`src/rtl/mem_stage_lsu_pkg.sv`:
```
// rtl/mem_stage_lsu_pkg.sv - BEOp codes, FSM state codes and op decode helpers for the MEM-stage LSU
package mem_stage_lsu_pkg;

   localparam logic [2:0] BE_SW  = 3'b000;
   localparam logic [2:0] BE_SH  = 3'b001;
   localparam logic [2:0] BE_SB  = 3'b010;
   localparam logic [2:0] BE_LW  = 3'b011;
   localparam logic [2:0] BE_LHU = 3'b100;
   localparam logic [2:0] BE_LH  = 3'b101;
   localparam logic [2:0] BE_LBU = 3'b110;
   localparam logic [2:0] BE_LB  = 3'b111;

   localparam logic [1:0] ST_IDLE = 2'd0;
   localparam logic [1:0] ST_REQ  = 2'd1;
   localparam logic [1:0] ST_DONE = 2'd2;

   localparam int CNT_W = 16;

   typedef enum logic [1:0] {SZ_BYTE, SZ_HALF, SZ_WORD} size_e;

   function automatic size_e op_size(input logic [2:0] op);
      case (op)
         BE_SW, BE_LW:         return SZ_WORD;
         BE_SH, BE_LH, BE_LHU: return SZ_HALF;
         BE_SB, BE_LB, BE_LBU: return SZ_BYTE;
         default:              return SZ_BYTE;
      endcase
   endfunction

   function automatic logic op_signed(input logic [2:0] op);
      return (op == BE_LH) || (op == BE_LB);
   endfunction

endpackage

```
`src/rtl/lsu_lane_align.sv`:
```
// rtl/lsu_lane_align.sv - byte-lane enables, store replication, load extraction/extension and misalign detect
module lsu_lane_align
   import mem_stage_lsu_pkg::*;
(
   input  logic [2:0]  be_op,
   input  logic [1:0]  lane,
   input  logic [31:0] wdata,
   input  logic [31:0] rdata,
   output logic [3:0]  be,
   output logic [31:0] wdata_rep,
   output logic [31:0] rdata_ext,
   output logic        misalign
);

   size_e       size;
   logic        sext;
   logic [7:0]  rbyte;
   logic [15:0] rhalf;

   always_comb begin
      size  = op_size(be_op);
      sext  = op_signed(be_op);
      rbyte = 8'(rdata >> {lane, 3'b000});
      rhalf = lane[1] ? rdata[31:16] : rdata[15:0];
      be        = 4'b1111;
      wdata_rep = wdata;
      rdata_ext = rdata;
      misalign  = 1'b0;
      case (size)
         SZ_BYTE: begin
            be        = 4'b0001 << lane;
            wdata_rep = {4{wdata[7:0]}};
            rdata_ext = {{24{sext & rbyte[7]}}, rbyte};
         end
         SZ_HALF: begin
            be        = lane[1] ? 4'b1100 : 4'b0011;
            wdata_rep = {2{wdata[15:0]}};
            rdata_ext = {{16{sext & rhalf[15]}}, rhalf};
            misalign  = lane[0];
         end
         default: begin
            misalign  = (lane != 2'b00);
         end
      endcase
   end

endmodule

```
`src/rtl/mem_stage_lsu.sv`:
```
// rtl/mem_stage_lsu.sv - MEM-stage load/store unit: req/ack bus FSM, timeout abort, pipeline stall
module mem_stage_lsu
   import mem_stage_lsu_pkg::*;
#(
   parameter int TIMEOUT_CYCLES = 16
)
(
   input  logic        clk,
   input  logic        rst_n,
   input  logic        mem_read_i,
   input  logic        mem_write_i,
   input  logic [2:0]  be_op_i,
   input  logic [31:0] addr_i,
   input  logic [31:0] wdata_i,
   output logic        stall_o,
   output logic [31:0] rdata_o,
   output logic        rdata_valid_o,
   output logic        misalign_o,
   output logic        bus_err_o,
   output logic        bus_req_o,
   output logic        bus_we_o,
   output logic [31:0] bus_addr_o,
   output logic [3:0]  bus_be_o,
   output logic [31:0] bus_wdata_o,
   input  logic        bus_ack_i,
   input  logic [31:0] bus_rdata_i
);

   localparam int TO_LAST = (TIMEOUT_CYCLES > 0) ? TIMEOUT_CYCLES - 1 : 0;

   logic [1:0]       state;
   logic [CNT_W-1:0] cnt;
   logic [2:0]       op_q;
   logic [1:0]       lane_q;
   logic             we_q;
   logic [3:0]       be_q;
   logic [31:0]      addr_q;
   logic [31:0]      wdata_q;
   logic [31:0]      rdata_q;

   logic             in_idle, in_req, in_done, valid, launch, timeout_hit;
   logic [2:0]       al_op;
   logic [1:0]       al_lane;
   logic [3:0]       al_be;
   logic [31:0]      al_wdata, al_rdata;
   logic             al_mis;

   assign in_idle = (state == ST_IDLE);
   assign in_req  = (state == ST_REQ);
   assign in_done = (state == ST_DONE);
   assign valid   = mem_read_i | mem_write_i;

   // One aligner serves both phases: live inputs decode the request in IDLE,
   // the latched op/lane extract the returned word while in REQ.
   assign al_op   = in_idle ? be_op_i     : op_q;
   assign al_lane = in_idle ? addr_i[1:0] : lane_q;

   lsu_lane_align u_align (
      .be_op     (al_op),
      .lane      (al_lane),
      .wdata     (wdata_i),
      .rdata     (bus_rdata_i),
      .be        (al_be),
      .wdata_rep (al_wdata),
      .rdata_ext (al_rdata),
      .misalign  (al_mis)
   );

   assign launch      = rst_n & in_idle & valid & ~al_mis;
   assign timeout_hit = (TIMEOUT_CYCLES > 0) && (cnt == CNT_W'(TO_LAST));

   always_ff @(posedge clk) begin
      if (!rst_n) begin
         state   <= ST_IDLE;
         cnt     <= '0;
         op_q    <= '0;
         lane_q  <= '0;
         we_q    <= 1'b0;
         be_q    <= '0;
         addr_q  <= '0;
         wdata_q <= '0;
         rdata_q <= '0;
      end else begin
         case (state)
            ST_IDLE: begin
               if (launch) begin
                  state   <= ST_REQ;
                  cnt     <= '0;
                  op_q    <= be_op_i;
                  lane_q  <= addr_i[1:0];
                  we_q    <= mem_write_i;
                  be_q    <= al_be;
                  addr_q  <= {addr_i[31:2], 2'b00};
                  wdata_q <= al_wdata;
               end
            end
            ST_REQ: begin
               cnt <= cnt + CNT_W'(1);
               if (bus_ack_i) begin
                  rdata_q <= we_q ? 32'd0 : al_rdata;
                  state   <= ST_DONE;
               end else if (timeout_hit) begin
                  rdata_q <= 32'd0;
                  state   <= ST_DONE;
               end
            end
            ST_DONE: state <= ST_IDLE;
            default: state <= ST_IDLE;
         endcase
      end
   end

   assign stall_o       = launch | in_req;
   assign misalign_o    = rst_n & in_idle & valid & al_mis;
   assign bus_err_o     = in_req & ~bus_ack_i & timeout_hit;
   assign rdata_valid_o = in_done & ~we_q;
   assign rdata_o       = rdata_q;
   assign bus_req_o     = in_req;
   assign bus_we_o      = we_q;
   assign bus_addr_o    = addr_q;
   assign bus_be_o      = be_q;
   assign bus_wdata_o   = wdata_q;

endmodule

```
`config.mk`:
```
export PLATFORM = sky130hd
export DESIGN_NAME = mem_stage_lsu
export DESIGN_NICKNAME = d
export VERILOG_FILES = /design/src/rtl/mem_stage_lsu_pkg.sv /design/src/rtl/lsu_lane_align.sv /design/src/rtl/mem_stage_lsu.sv
export SDC_FILE = /design/constraint.sdc
export NUM_CORES = 1
export LEC_CHECK = 0
export CAP_MARGIN = 20
export CORE_MARGIN = 1.5
export CORE_UTILIZATION = 48
export DETAILED_ROUTE_END_ITERATION = 16
export PLACE_DENSITY = 0.89
export SYNTH_ARGS = -nofsm -noshare
export SYNTH_HDL_FRONTEND = slang
export SYNTH_SLANG_ARGS = --single-unit
export TNS_END_PERCENT = 30
```
`constraint.sdc`:
```
create_clock -name clk -period 8.6 [get_ports clk]
set_input_delay 1.72 -clock clk [delete_from_list [all_inputs] [get_ports clk]]
set_output_delay 1.72 -clock clk [all_outputs]
set_load 0.005 [all_outputs]
```
### Word-level counts from Yosys, hierarchy flattened

Memories as Yosys holds them, arrays and structs flattened.
Cells that the tools add are included.

| storage, ports and cells | value |
|---|---|
| bits in registers | 122 |
| memory bits (read-only) | 16 |
| bits of input ports | 104 |
| output and inout port bits | 106 |
| word-level logic and storage cells | 62 |
| memories kept | 1 |

| operators by class | value |
|---|---|
| add/subtract/negate cells | 1 |
| eq/ne operators | 8 |
| shift-type cells | 2 |
| mux-type cells | 17 |
| bitwise operators | 14 |
| reduce and logical (&&, ||, !) cells | 10 |

Memories:

| memory | depth | bits a word | read ports | clocked after memory_dff | wr ports | line | RTL |
|---|---|---|---|---|---|---|---|
| (name not given) | 8 | 2 | 1 | 0 | 0 | mem_stage_lsu_pkg.sv:22 | `case (op)` |

Operator list:

| operator | count |
|---|---|
| $pmux 32 s2 | 2 |
| $mux 32 | 3 |
| $mux 16 | 2 |
| $pmux 16 s2 | 1 |
| $shr 32x5->8 | 1 |
| $add 16x1->16 const B | 1 |
| $eq 16x4->1 const B | 1 |
| $and 1x1->1 | 9 |
| $mux 2 | 4 |
| $pmux 4 s2 | 1 |
| $reduce_and 2->1 | 4 |
| $eq 3x3->1 const B | 2 |
| $reduce_bool 2->1 | 3 |
| $eq 2x1->1 const B | 2 |
| $logic_not 2->1 | 2 |
| $mux 4 | 1 |
| $pmux 2 s2 | 1 |
| $shl 1x2->4 const A | 1 |
| $mux 3 | 1 |
| $ne 3x2->1 const B | 1 |
| $not 1->1 | 3 |
| $eq 2x2->1 const B | 1 |
| $ne 2x1->1 const B | 1 |
| $or 1x1->1 | 2 |
| 2 further kinds | 2 |

### Longest topological paths before layout

An unclocked memory read counts as a cell.

| depth | value |
|---|---|
| depth after elaboration | 9 |
| mapped depth | 14 |
| gate-level depth less buffers | 9 |

### Hierarchy

From an unflattened synthesis, not the netlist that was laid out.

| unflattened totals | value |
|---|---|
| cell total of the unflattened synthesis | 667 |
| area total of the unflattened synthesis | 5,721.7 µm² |

By module, submodules not included:

| module | times used | cells each | area an instance (µm²) | seq. area each (µm²) |
|---|---|---|---|---|
| mem_stage_lsu | 1 | 510 | 4,578.1 | 2,442.3 |
| lsu_lane_align | 1 | 157 | 1,143.6 | 0.0 |

### Worst setup path after synthesis

No wires, ideal clock.

| timing | value |
|---|---|
| path type | input to output |
| start point | input be_op_i[1] |
| end point | output misalign_o |
| arrival | 3,679 ps |
| data required time | 6,880 ps |
| setup slack | 3,201 ps |
| stages on the path | 11 |
| path buffers | 4 |
| path through | nor3b_1 -> or2_1 -> clkbuf_1 -> inv_1 -> buf_2 -> ha_1 -> o2111a_1 -> a211oi_1 -> buf_2 -> buf_1 -> nor3_1 |

| on the way | value |
|---|---|
| cells in the longest elaborated chain, start to end | 5 |
| elaborated cells between the ends (all ways) | 6 |
| those cells by class | eq/ne: 1; mux: 2; bitwise: 1; reduce/logical: 1; memory: 1 |

RTL lines:

| item | line | RTL |
|---|---|---|
| start, declared | mem_stage_lsu.sv:12 | `input logic [2:0] be_op_i,` |
| $mux 3 (*) | mem_stage_lsu.sv:55 | `assign al_op = in_idle ? be_op_i : op_q;` |
| $mem_v2 8x2 (*) | n/a |  |
| $eq 2x1->1 / $logic_not 2->1 (equally long branches) | lsu_lane_align.sv:29 | `case (size)` |
| $pmux 1 s2 (*) | lsu_lane_align.sv:29 |  |
| $and 1x1->1 (*) | mem_stage_lsu.sv:114 | `assign misalign_o = rst_n & in_idle & valid & al_mis;` |
| end, declared | mem_stage_lsu.sv:18 | `output logic misalign_o,` |

Every way passes the cells marked *; elsewhere a longest branch is shown, timed or not.

### Worst setup path in the final report

Ends and elaborated chain as after synthesis.

==> flow_summary.ini <==
[yosys]
synth-seq-cells = 122
syn_inst = 672
synth-seq-area-share_pct = 42.4
yosys.area.top_type_share_pct = 42.4
syn_avg_cell_area_um2 = 8.58
ys_top_cells_by_count = dfxtp_1 (122), nand2_1 (92), o21ai_0 (70), nand3_1 (63), clkbuf_1 (42)
yosys.cell_count.top_type = dfxtp_1
yosys_warnings = 0
synth-edff-count = 0
synthTopCellsByArea = dfxtp_1 (42%), mux2i_1 (6.1%), o21ai_0 (6.1%)
yosys.cell_types.count = 68
synth_ff_type = dfxtp_1
async_flop_share_pct = 0
mappedNetlistArea_um2 = 5760
yosysTopAreaCell = dfxtp_1

[layout]
utilization_pct = 72.6
area_growth_pct = 45.7
multi_input_area_um2 = 3060
n_antenna_cell = 0
regArea_um2 = 2440
nets = 951
fillCellCount = 846
drive_gt1_share_pct = 8.64

[worst_setup_path]
endpoint_kind = output port
arrival_ps = 5120
crit_required_ps = 6880
start_kind = input port
crit_path_max_fanout = 56
critPathKind = in2out

[timing]
final_max_slew_viol_count = 0
finalCritPeriodShare_pct = 79.5
final_hold_viol_count = 0
post-route-min-period_ps = 6840
skew_ps = 8.68
rsz0062_at_grt = false
setup_viol = 0
tightest_slew_ps = 1090
whs_ps = 446
max_freq_mhz = 146
tns_ps = 0
slew_headroom_pct = 27.5

[clock_network]
cts_tree = done
clkSinkCount = 122
post_cts_buffers = 0
clk_latency_ps = 410
cts_buffers = 17
clk_pin_slew_ps = 50
cts_resized = 0
cts_buffer_depth = 2
h-tree-depth = 4
cts.hold.buffers_added = 0
root_buffer = clkbuf_16

[min_path]
hold_path.class = reg2reg

[route]
vias = 6147
drt-total-wl_um = 18900
viasPerCell = 6.15
drt_iter0_drc = 639
first_pass_iters = 7
drc_errors = 0
wire_per_inst_um = 19.0
drt.antenna.violating_nets = 0

[pwr]
pwr_density_cell_nw_per_um2 = 223
ir_drop_uv = 146
p_sw_uw = 534
internal-power_mw = 1.34
power_frac_comb_pct = 26.5
seq_power_share_pct = 36.2
total_leakage_power_nw = 3.12
pwr-share-clk_pct = 37.4
switching_share_pct = 28.5

[floorplanning]
core_area_um2 = 11600
std_cell_rows = 39
pin_count = 210
dieWidth_um = 113
die_y_um = 113
dieArea_um2 = 12700
initial_core_util_pct = 49.8

[placed_design]
dp_hpwl_um = 13100
gp_congestion = 0.929
numPortBuffers = 207

[global_route]
grt-busiest-layer = met2
use_met1_pct = 34.5
overflow = 0
antenna_found_initial = 0
grt_pass1_vias = 6060
grt_max_degree = 89
met3_usage_pct = 8.86
grt_use_met2_pct = 48.8
grt_pass1_wl_um = 30200
grt_use_total_pct = 29.8

[job]
drv_cap = 0

[run_status]
outcome = completed
## power groups by stage
stage / sequential, mW / combinational (mW) / clock [mW]
finish: 0.677 / 0.496 / 0.700
global route: 0.684 / 0.534 / 0.736
CTS: 0.676 / 0.489 / 0.711
detailed placement: 0.687 / 0.484 / 0
global placement: 0.682 / 0.472 / 0
floorplan: 0.682 / 0.251 / 0
## path summary, 6_finish.rpt
path	startpoint	to	slack (ps)	cells after the start
worst max-delay path	be_op_i[1]	misalign_o	1760	10
worst min-delay path	rdata_o[13]$_SDFFE_PN0P_	rdata_o[13]$_SDFFE_PN0P_	450	2
worst max register to register	state[1]$_SDFFE_PN0P_	bus_addr_o[19]$_SDFFE_PN0P_	4380	9
worst min register to register	rdata_o[13]$_SDFFE_PN0P_	rdata_o[13]$_SDFFE_PN0P_	450	2
## layer usage
layer / part of all wire (%) / vias up
met2: 46 / 380
li1: - / 2829
met4: 4.8 / 0
met3: 9.4 / 76
met5: 0 / -
met1: 39 / 2862
## cells in the final DEF (no fill, tap or decap), types with 12 or more instances in the layout
cell type / n
clkbuf_16: 17
a221o_1: 16
nand2_1: 92
o21a_1: 13
mux2i_1: 35
nand3_1: 63
nor2_1: 21
clkdlybuf4s50_1: 206
dfxtp_1: 122
o21ai_1: 12
o21ai_0: 70
a21oi_1: 24
## sequential cells by signal, indices dropped and copies added (netlist names)
name         cells
cnt             16
bus_wdata_o     32
bus_we_o         1
lane_q           2
bus_addr_o      30
state            2
op_q             3
bus_be_o         4
rdata_o         32
## cell families (layout without fill, tap and decap cells)
kind of cell             Yosys count  after routing  share of synthesized area [%]
XOR/XNOR                           2              2                          0.304
buffers and inverters             65            248                           5.14
AND/OR/NAND/NOR                  223            223                           18.3
other                              1              2                         0.0651
multiplexers                      45             45                           8.29
AO/OA/AOI/OAI                    211            211                           24.9
adder cells (fa/ha/maj)            3              3                          0.651
flip-flops                       122            122                           42.4
## worst max-delay path: stages
cell	delay (ps)
clkdlybuf4s50_1	500
nor3b_1	270
or2_1	490
inv_1	370
ha_1	320
o2111a_1	160
a211oi_4	170
buf_4	490
nor3_1	120
clkdlybuf4s50_1	470
## per-stage QoR
| stage | power (mW) | setup WS, ps | area (um2) | cells |
|---|---|---|---|---|
| floorplan | 0.933 | 3200 | 5770 | 673 |
| global placement | 1.15 | 2000 | 7790 | 966 |
| detailed placement | 1.17 | 1880 | 7800 | 967 |
| CTS | 1.88 | 1830 | 8380 | 998 |
| global route | 1.95 | 1570 | 8400 | 999 |
| finish | 1.87 | 1760 | 8400 | 999 |
## area by class of cell
type / count / area share [%]
clock buffer: 24 / 5.85
clock inverter: 7 / 1.07
inverter: 5 / 0.223
multi-input combinational: 486 / 36.5
sequential: 122 / 29.1
tap: 143 / 2.13
timing repair buffer: 212 / 25.2
Note: power is estimated with default switching activity, not from simulation.
